### src/rtl/fifo_in_arbiter.sv
// Round-robin arbiter that shares one valid/ready FIFO write port among NUM_REQ requesters.
// A grant is held from the first beat of a burst until its last beat, or until MAX_BURST beats have transferred.
module fifo_in_arbiter #(
   parameter  int NUM_REQ   = 4,
   parameter  int DATA_W    = 32,
   parameter  int MAX_BURST = 64,
   localparam int ID_W      = $clog2(NUM_REQ),
   localparam int CNT_W     = $clog2(MAX_BURST + 1)
) (
   input  logic                      clk,
   input  logic                      rstB,
   input  logic [NUM_REQ-1:0]        req_vld,
   input  logic [NUM_REQ*DATA_W-1:0] req_data,
   input  logic [NUM_REQ-1:0]        req_last,
   output logic [NUM_REQ-1:0]        req_rdy,
   output logic [DATA_W-1:0]         out_data,
   output logic                      out_vld,
   input  logic                      out_rdy,
   output logic [ID_W-1:0]           grant_id,
   output logic                      busy,
   output logic                      burst_err
);

   // Valid/ready: a beat moves on a clk edge where valid and ready are both 1.
   // A source must hold data and last stable while valid=1 and ready=0.
   // Ready never waits on valid, so no combinational loop forms through the arbiter.

   typedef enum logic {IDLE, BURST} state_t;

   state_t              state, state_n;
   logic [ID_W-1:0]     rr_ptr, rr_n;
   logic [ID_W-1:0]     grant_n;
   logic [CNT_W-1:0]    beat_cnt, cnt_n;
   logic                err_n;

   logic                pick_found;
   logic [ID_W-1:0]     pick_id;
   logic [ID_W-1:0]     scan_id;

   logic                g_vld;
   logic                g_last;
   logic [DATA_W-1:0]   g_data;
   logic                beat_fire;
   logic                cnt_limit;
   logic                wrap_id;

   // Only the granted port is muxed out, so X on any other port cannot reach the outputs.
   assign g_vld     = req_vld[grant_id];
   assign g_last    = req_last[grant_id];
   assign g_data    = req_data[int'(grant_id)*DATA_W +: DATA_W];
   assign beat_fire = (state == BURST) && g_vld && out_rdy;
   assign cnt_limit = ((beat_cnt + CNT_W'(1)) == CNT_W'(MAX_BURST));
   assign wrap_id   = (grant_id == ID_W'(NUM_REQ - 1));

   // Scanning from the highest offset down leaves the lowest offset from rr_ptr as the winner.
   always_comb begin
      pick_found = 1'b0;
      pick_id    = '0;
      scan_id    = '0;
      for (int k = NUM_REQ - 1; k >= 0; k--) begin
         scan_id = ID_W'((int'(rr_ptr) + k) % NUM_REQ);
         if (req_vld[scan_id]) begin
            pick_found = 1'b1;
            pick_id    = scan_id;
         end
      end
   end

   always_ff @(posedge clk) begin
      if (!rstB) begin
         state     <= IDLE;
         rr_ptr    <= '0;
         grant_id  <= '0;
         beat_cnt  <= '0;
         burst_err <= 1'b0;
      end else begin
         state     <= state_n;
         rr_ptr    <= rr_n;
         grant_id  <= grant_n;
         beat_cnt  <= cnt_n;
         burst_err <= err_n;
      end
   end

   always_comb begin
      state_n  = state;
      rr_n     = rr_ptr;
      grant_n  = grant_id;
      cnt_n    = beat_cnt;
      err_n    = 1'b0;
      busy     = 1'b0;
      out_vld  = 1'b0;
      out_data = '0;
      req_rdy  = '0;

      case (state)
         IDLE: begin
            if (pick_found) begin
               state_n = BURST;
               grant_n = pick_id;
               cnt_n   = '0;
            end
         end

         BURST: begin
            busy              = 1'b1;
            out_vld           = g_vld;
            out_data          = g_data;
            req_rdy[grant_id] = out_rdy;
            if (beat_fire) begin
               // A beat carrying last ends normally even when it is also the MAX_BURST-th beat.
               if (g_last || cnt_limit) begin
                  state_n = IDLE;
                  rr_n    = wrap_id ? '0 : grant_id + ID_W'(1);
                  cnt_n   = '0;
                  err_n   = !g_last;
               end else begin
                  cnt_n = beat_cnt + CNT_W'(1);
               end
            end
         end

         default: state_n = IDLE;
      endcase
   end

endmodule
### config.mk
export PLATFORM = sky130hd
export DESIGN_NAME = fifo_in_arbiter
export DESIGN_NICKNAME = d
export VERILOG_FILES = /design/src/rtl/fifo_in_arbiter.sv
export SDC_FILE = /design/constraint.sdc
export NUM_CORES = 1
export LEC_CHECK = 0
export CORE_MARGIN = 8
export CORE_UTILIZATION = 27
export DETAILED_ROUTE_END_ITERATION = 16
export PLACE_DENSITY = 0.87
export SYNTH_ARGS = -nofsm -noshare
export SYNTH_HDL_FRONTEND = slang
export SYNTH_SLANG_ARGS = --single-unit
### constraint.sdc
create_clock -name clk -period 2 [get_ports clk]
set_clock_uncertainty 0.2 [all_clocks]
set_input_delay 0.3 -clock clk [delete_from_list [all_inputs] [get_ports clk]]
set_output_delay 0.3 -clock clk [all_outputs]
set_load 0.1 [all_outputs]
### After elaboration in Yosys (flattened, before gate mapping)

Index checks and enable logic that the tools add are counted.

* flip-flop bits (word level): 13
* input port bits: 139
* output and inout bits: 41

* $add $sub $neg: 5
* magnitude comparators: 6
* eq/ne operators: 4
* shifts and indexed selects: 1
* muxes and demuxes: 35
* bitwise logic cells: 2
* reduce and logical (&&, ||, !) cells: 9

Operators by type and width (count)
* variable part select 128 x 8 -> 32 bit: 1
* two-way mux 32 bit: 1
* two-way mux 7 bit: 3
* two-way mux 1 bit: 16
* < comparator 2 x 3 -> 1 bit (second input constant): 5
* one-hot mux 7 bit (2 select lines): 1
* binary-select mux 1 bit (select 2 bit): 6
* two-way mux 2 bit: 5
* adder 7 x 1 -> 7 bit (second input constant): 1
* equality test 7 bit (second input constant): 1
* adder 2 x 1 -> 2 bit (second input constant): 2
* adder 2 bit (second input constant): 2
* AND 4 bit: 1
* two-way mux 4 bit: 1
* AND reduction 2 bit: 2
* AND reduction 4 bit: 1
* logical AND 1 bit: 3
* AND reduction 3 bit: 1
* demux 1 bit (select 2 bit): 1
* equality test 2 bit (second input constant): 1
* greater-or-equal comparator 2 x 1 -> 1 bit (second input constant): 1
* inequality test 2 x 1 -> 1 bit (second input constant): 1
* inequality test 2 bit (second input constant): 1
* one-hot mux 1 bit (2 select lines): 1
* other kinds (3): 3

### Longest topological paths before layout

Gate-level depths: netlist of run 1.

* depth in word-level cells: 9
* depth in mapped cells: 7
* mapped depth without buffers: 6

### Least setup slack after synthesis of run 1

Ideal clock, no wire load.

* path kind: register to output
* start point: reg grant_id[1]
* end point: out out_data[13]
* arrival: 2636 ps
* path slack: -1136 ps
* stages on the path, launching flop included: 5
* path buffers: 2
* path through: dfxtp_1 > buf_2 > clkbuf_1 > mux4_2 > and2_1

* word-level cells in the longest chain between the ends: 2

RTL lines
* from (decl): line 19 `output logic [ID_W-1:0] grant_id,`
* from (signal assigned): line 79 `grant_id <= grant_n;`
* variable part select 128 x 8 -> 32 bit: line 50 `assign g_data = req_data[int'(grant_id)*DATA_W +: DATA_W];`
* two-way mux 32 bit: line 96 `case (state)`
* to (decl): line 16 `output logic [DATA_W-1:0] out_data,`

Every way passes these cells.

### Worst setup path in the final report of run 1

* start point: reg grant_id[0]
* end point: out out_data[11]

The elaborated chain is that of the path after synthesis.

==> results of run 1 <==
[final cells by class]
type / instances / area, sq um / area share [%]
clock buffers: 4 / 45.0 / 0.996
multi-input cells: 142 / 1620 / 35.8
inverters: 9 / 33.8 / 0.747
well taps: 80 / 100 / 2.21
repair buffers: 200 / 2450 / 54.3
flip-flops and latches: 13 / 269 / 5.95
[cell usage after synthesis, types with 2 or more instances]
cell type  count
buf_2          4
buf_6          2
o221ai_1       2
buf_1          2
ha_1           5
mux4_2        32
o21a_1         2
xnor2_1        2
and2_1        33
o21ai_0        2
nor2b_1        2
a22oi_1        2
mux2i_1        2
nand3_1        4
clkbuf_1       5
dfxtp_1       13
nand2_1       11
nor2_1         8
or3_1          2
and3_1         5
mux4_1         2
a21oi_1        6
inv_1          8
[worst paths after layout]
kind / startpoint / endpoint / slack, ns
max: grant_id[0] / out_data[11] / -0.22
min: beat_cnt[5] / beat_cnt[5] / 0.28
max reg2reg: grant_id[0] / beat_cnt[1] / -0.11
min reg2reg: beat_cnt[5] / beat_cnt[5] / 0.28
[sequential cells by signal (all words and copies together), names as in the netlist]
register   flops
rr_ptr         2
state          1
beat_cnt       7
burst_err      1
grant_id       2
[timing repair]
| item | in CTS | in global routing |
|---|---|---|
| cloned | 1 | 1 |
| endpoints found under the hold margin | 0 | 0 |
| buffers inserted | 4 | 1 |
| pin swaps | 7 | 4 |
| setup endpoints to repair | 35 | 47 |
| gates resized for setup | 9 | 10 |
[metal layers]
metal	track usage (%)	share of wire (%)	vias up	routed length, microns
li1	-	-	1063	-
met1	20.0	34	1154	3600
met2	40.5	55	117	5830
met3	6.55	8.3	21	882
met4	5.43	3.0	0	314
met5	0	0	-	0
[report_power, final]
part / internal, mW / total, mW / switching, mW
sequential: 0.269 / 0.298 / 0.0292
clock: 0.141 / 0.235 / 0.0944
combinational: 0.990 / 2.13 / 1.14
[kinds of logic after synthesis]
kind of cell / count (synthesis)
adders and majority gates: 5
DFF: 13
buffers and inverters: 22
muxes: 36
and+or+nand+nor: 73
xor gates and xnor gates: 2
AOI/OAI and AO/OA: 25
[stage by stage]
step	hold slack [ns]	total power [mW]	instance area, sq um	util (%)
6_report	0.278	2.66	4520	67.7
5_1_grt	0.314	2.75	4520	67.7
4_1_cts	0.280	2.65	4460	66.8
3_5_place_dp	0.268	2.39	4370	65.4
3_3_place_gp	0.261	2.36	4370	65.4
2_1_floorplan	0.227	1.52	1990	-
[worst max-delay path, delay by kind of cell (launching register included)]
family	cells	cell delay, ns
simple gates	1	0.18
mux	1	0.51
flops	1	0.44
buf+inv	2	0.35
==> results_dict.tcl, run 1 <==
set metrics [dict create \
    pre_cts_slack_ns -0.175 \
    final.fill_count 449 \
    status "finished, violations left" \
    n_antenna_cell 0 \
    synth-main-ff-cell "dfxtp_1" \
    ir_drop_mv 0.202 \
    hold_class "reg2reg" \
    hold_depth 2 \
    postRouteAntennaNets 0 \
    yosys_warnings 0 \
    antenna_found_initial 0 \
    synth.area.mux_share_pct 43.1 \
    fin_cells 448 \
    violations "setup timing" \
    synth-simple-area-share_pct 23.0 \
    synthCells 176 \
    synth_top_area_share_pct 39.2 \
    root_buffer "clkbuf_8" \
    max_freq_ghz 0.450 \
    grt_max_degree 20 \
    fin_tns_setup_ns -6.81 \
    critPathSlowestCell "mux4_2" \
    vias 2355 \
    reg2reg_depth 7 \
    viasPerCell 5.26 \
    drv_cap 0 \
    port-buffer-count 179 \
    drt_iter0_markers 66 \
    area_delta_synth_final_pct 146 \
    insertion_delay_ns 0.25 \
    yosys.area.top_type "mux4_2" \
    cts_sinks 13 \
    grt_pass1_wl_mm 15.6 \
    synth_xor_area_share_pct 0.952 \
    ios 180 \
    die_y_microns 98.5 \
    finalSetupViolations 41 \
    initial_core_util_pct 27.5 \
    cts_buffers 3 \
    finalHoldViolations 0 \
    cts_buffer_depth 2 \
    fin_ws_ns -0.224 \
    cts_hold_buffers 0 \
    drive_above_1_share_pct 41.6 \
    fin_crit_ns 2.22 \
    dp_hpwl_mm 8.98 \
    grtUsageTotal_pct 20.6 \
    rsz0062_at_grt "true" \
    tightest_slew_ns 0.393 \
    slowest_delay_ns 0.51 \
    synth_top_family_by_area "multiplexers" \
    core_sq_mm 0.00668 \
    drv_slew 0 \
    wl_per_cell_microns 23.7 \
    slew_headroom_pct 73.5 \
    min_period_over_period_pct 111 \
    row_count 30 \
    synth_compound_gate_area_share_pct 9.80 \
    required_ns 1.50 \
    synth_cell_types 43 \
    overflow 0 \
    crit_path_cell_trace "clkbuf_16, mux4_2, and2_4, buf_12" \
    remaining_drc_errors 0 \
    synth_nets 320 \
    fp.dieW_microns 98.5 \
    synth_seq_cells 13 \
    yosysSeqAreaShare_pct 14.1 \
    totalWireLength_mm 10.6 \
    leakagePower_nw 1.67 \
    dp_cells 438 \
    synthAdderAreaFrac_pct 3.40 \
    powerDensity_mw_per_mm2 589 \
    startpoint_type "flop" \
    clk_pin_slew_worst_paths_ns 0.05 \
    grt_pass1_vias 2494 \
    die_area_sq_mm 0.00971 \
    endpoint_kind "output port" \
    avgSynthCellArea_sq_um 10.5 \
    firstDrtPassIters 4 \
    critPathKind "reg2out" \
    layout_common_cells "clkdlybuf4s50_1, buf_12, mux4_2" \
    nNetsFinal 513 \
    worstPathMaxFanout 7 \
    syn_area_sq_mm 0.00184 \
    synth-edff-count 0 \
    final_common_cell "clkdlybuf4s50_1" \
    ys_top_cells_by_area "mux4_2, dfxtp_1, and2_1" \
    gp_congestion 0.890 \
    crit_arrival_ns 1.72 \
    cts_tree "built" \
    htree_levels 1 \
    async_flop_share_pct 0 \
]
Power figures use the tool's default switching activity.
==> inputs of run 2 (changes only) <==
Settings changed: RECOVER_POWER set to 100.
==> run 2 against run 1 <==
Net effect: the flow still finishes with violations (setup timing); register-to-register slack barely moved; first-iteration DRC count unchanged; critical path depth stayed put; sequential power barely moved; design area barely moved; sequential share of layout area hardly changed; combinational power about the same; maximum frequency about the same; via count did not move; critical endpoint unchanged; largest power group unchanged.
==> results_dict.tcl, run 2 (synthesis results as in run 1) <==
set metrics [dict create \
    slowest_delay_ns 0.51 \
    firstDrtPassIters 4 \
    port-buffer-count 179 \
    fin_ws_ns -0.224 \
    root_buffer "clkbuf_8" \
    initial_core_util_pct 27.5 \
    required_ns 1.50 \
    wl_per_cell_microns 23.7 \
    cts_buffer_depth 2 \
    powerDensity_mw_per_mm2 589 \
    critPathSlowestCell "mux4_2" \
    largest_reg_flops 7 \
    dp_hpwl_mm 8.98 \
    critPathKind "reg2out" \
    crit_path_cell_trace "clkbuf_16, mux4_2, and2_4, buf_12" \
    p_switching_mw 1.26 \
    remaining_drc_errors 0 \
    swShare_pct 47.4 \
    rsz0062_at_grt "true" \
    multi_input_area_sq_mm 0.00162 \
    fin_crit_ns 2.22 \
    layout_common_cells "clkdlybuf4s50_1, buf_12, mux4_2" \
    cts_tree "built" \
    final_common_cell "clkdlybuf4s50_1" \
    insertion_delay_ns 0.25 \
    min_period_over_period_pct 111 \
    leakagePower_nw 1.67 \
    placed_area_sq_mm 0.00437 \
    overflow 0 \
    grt_pass1_vias 2494 \
    row_count 30 \
    n_antenna_cell 0 \
    regArea_sq_um 269 \
    violations "setup timing" \
    worstPathMaxFanout 7 \
    crit_arrival_ns 1.72 \
    max_freq_ghz 0.450 \
    ir_drop_mv 0.202 \
    regMostFlops "beat_cnt" \
    pwr-share-comb_pct 80.0 \
    postRouteAntennaNets 0 \
    grt_pass1_wl_mm 15.6 \
    die_y_microns 98.5 \
    fin_tns_setup_ns -6.81 \
    drv_cap 0 \
    finalSetupViolations 41 \
    startpoint_type "flop" \
    area_delta_synth_final_pct 146 \
    cts_sinks 13 \
    tightest_slew_ns 0.546 \
    status "finished, violations left" \
    hold_slack_ns 0.278 \
    drv_slew 0 \
    core_sq_mm 0.00668 \
    antenna_found_initial 0 \
    power.internal_mw 1.40 \
    pwr-share-clk_pct 8.8 \
    p_seq_share_pct 11.2 \
    design_area_sq_mm 0.00452 \
    final.fill_count 450 \
    grtUsageTotal_pct 20.6 \
    vias 2355 \
    drive_above_1_share_pct 41.6 \
    viasPerCell 5.26 \
    totalWireLength_mm 10.6 \
    htree_levels 1 \
    reg_top3 "beat_cnt x7, grant_id x2, rr_ptr x2" \
    cp.buffers_inverters 2 \
    clk_pin_slew_worst_paths_ns 0.05 \
    fp.dieW_microns 98.5 \
    finalHoldViolations 0 \
    gp_congestion 0.890 \
    cts_buffers 3 \
    hold_class "reg2reg" \
    path_delay_family "multiplexers" \
    nNetsFinal 513 \
    endpoint_kind "output port" \
    drt_iter0_markers 66 \
    die_area_sq_mm 0.00971 \
    ios 180 \
    grt_max_degree 20 \
    slew_headroom_pct 63.8 \
    cts_hold_buffers 0 \
]
-- run 2: changes by cell type in the layout (fill, tap and decap cells not counted) --
cell / previous run / this run
buf_4: 12 / 11
clkbuf_2: 0 / 1
-- run 2: path summary, 6_finish.rpt --
kind / end / start / slack, ns / cells after the start
max reg2reg: beat_cnt[1] / grant_id[0] / -0.11 / 7
min: beat_cnt[5] / beat_cnt[5] / 0.28 / 2
max: out_data[11] / grant_id[0] / -0.22 / 4
min reg2reg: beat_cnt[5] / beat_cnt[5] / 0.28 / 2
-- run 2: through the flow --
step                setup WS (ns)  power (mW)  util, %  instances
finish                     -0.224        2.66     67.7        448
global route               -0.268        2.75     67.7        448
CTS                        -0.232        2.65     66.8        447
detailed placement         -0.175        2.39     65.4        438
global placement           -0.141        2.36     65.4        438
floorplan                  -0.224        1.52        -        176
-- run 2: timing repair --
action	CTS	global route
buffers inserted	4	1
pin swaps	7	4
setup endpoints to repair	35	47
cloned	1	1
resized for setup	9	10
-- run 2: power by group through the flow --
stage	Sequential, mW	Clock (mW)	Combinational (mW)
6_report	0.298	0.235	2.13
5_1_grt	0.301	0.254	2.20
4_1_cts	0.297	0.240	2.12
3_5_place_dp	0.302	0	2.09
3_3_place_gp	0.301	0	2.06
2_1_floorplan	0.335	0	1.18
-- run 2: per-layer routing --
layer	up-vias	track usage [%]	wire length (microns)
met2	117	40.5	5830
li1	1063	-	-
met1	1154	20.0	3600
met3	21	6.55	882
met4	0	5.43	314
met5	-	0	0
-- run 2: tightest hold or removal path, delay by kind of cell, from the launching register on --
family / cells / cell delay, ns
flops: 1 / 0.31
compound gates: 2 / 0.13
-- run 2: layout make-up --
| type | count | share of cell area [%] |
|---|---|---|
| Clock buffer | 4 | 0.996 |
| Inverter | 9 | 0.747 |
| Tap cell | 80 | 2.21 |
| Sequential cell | 13 | 5.95 |
| Timing Repair Buffer | 200 | 54.2 |
| Multi-Input combinational cell | 142 | 35.8 |
==> inputs of run 3 (changes only) <==
Settings changed: CTS_CLUSTER_SIZE set to 12.
==> results of run 3 <==
Same layout as run 2: the final DEF is identical, and so are final timing and power.
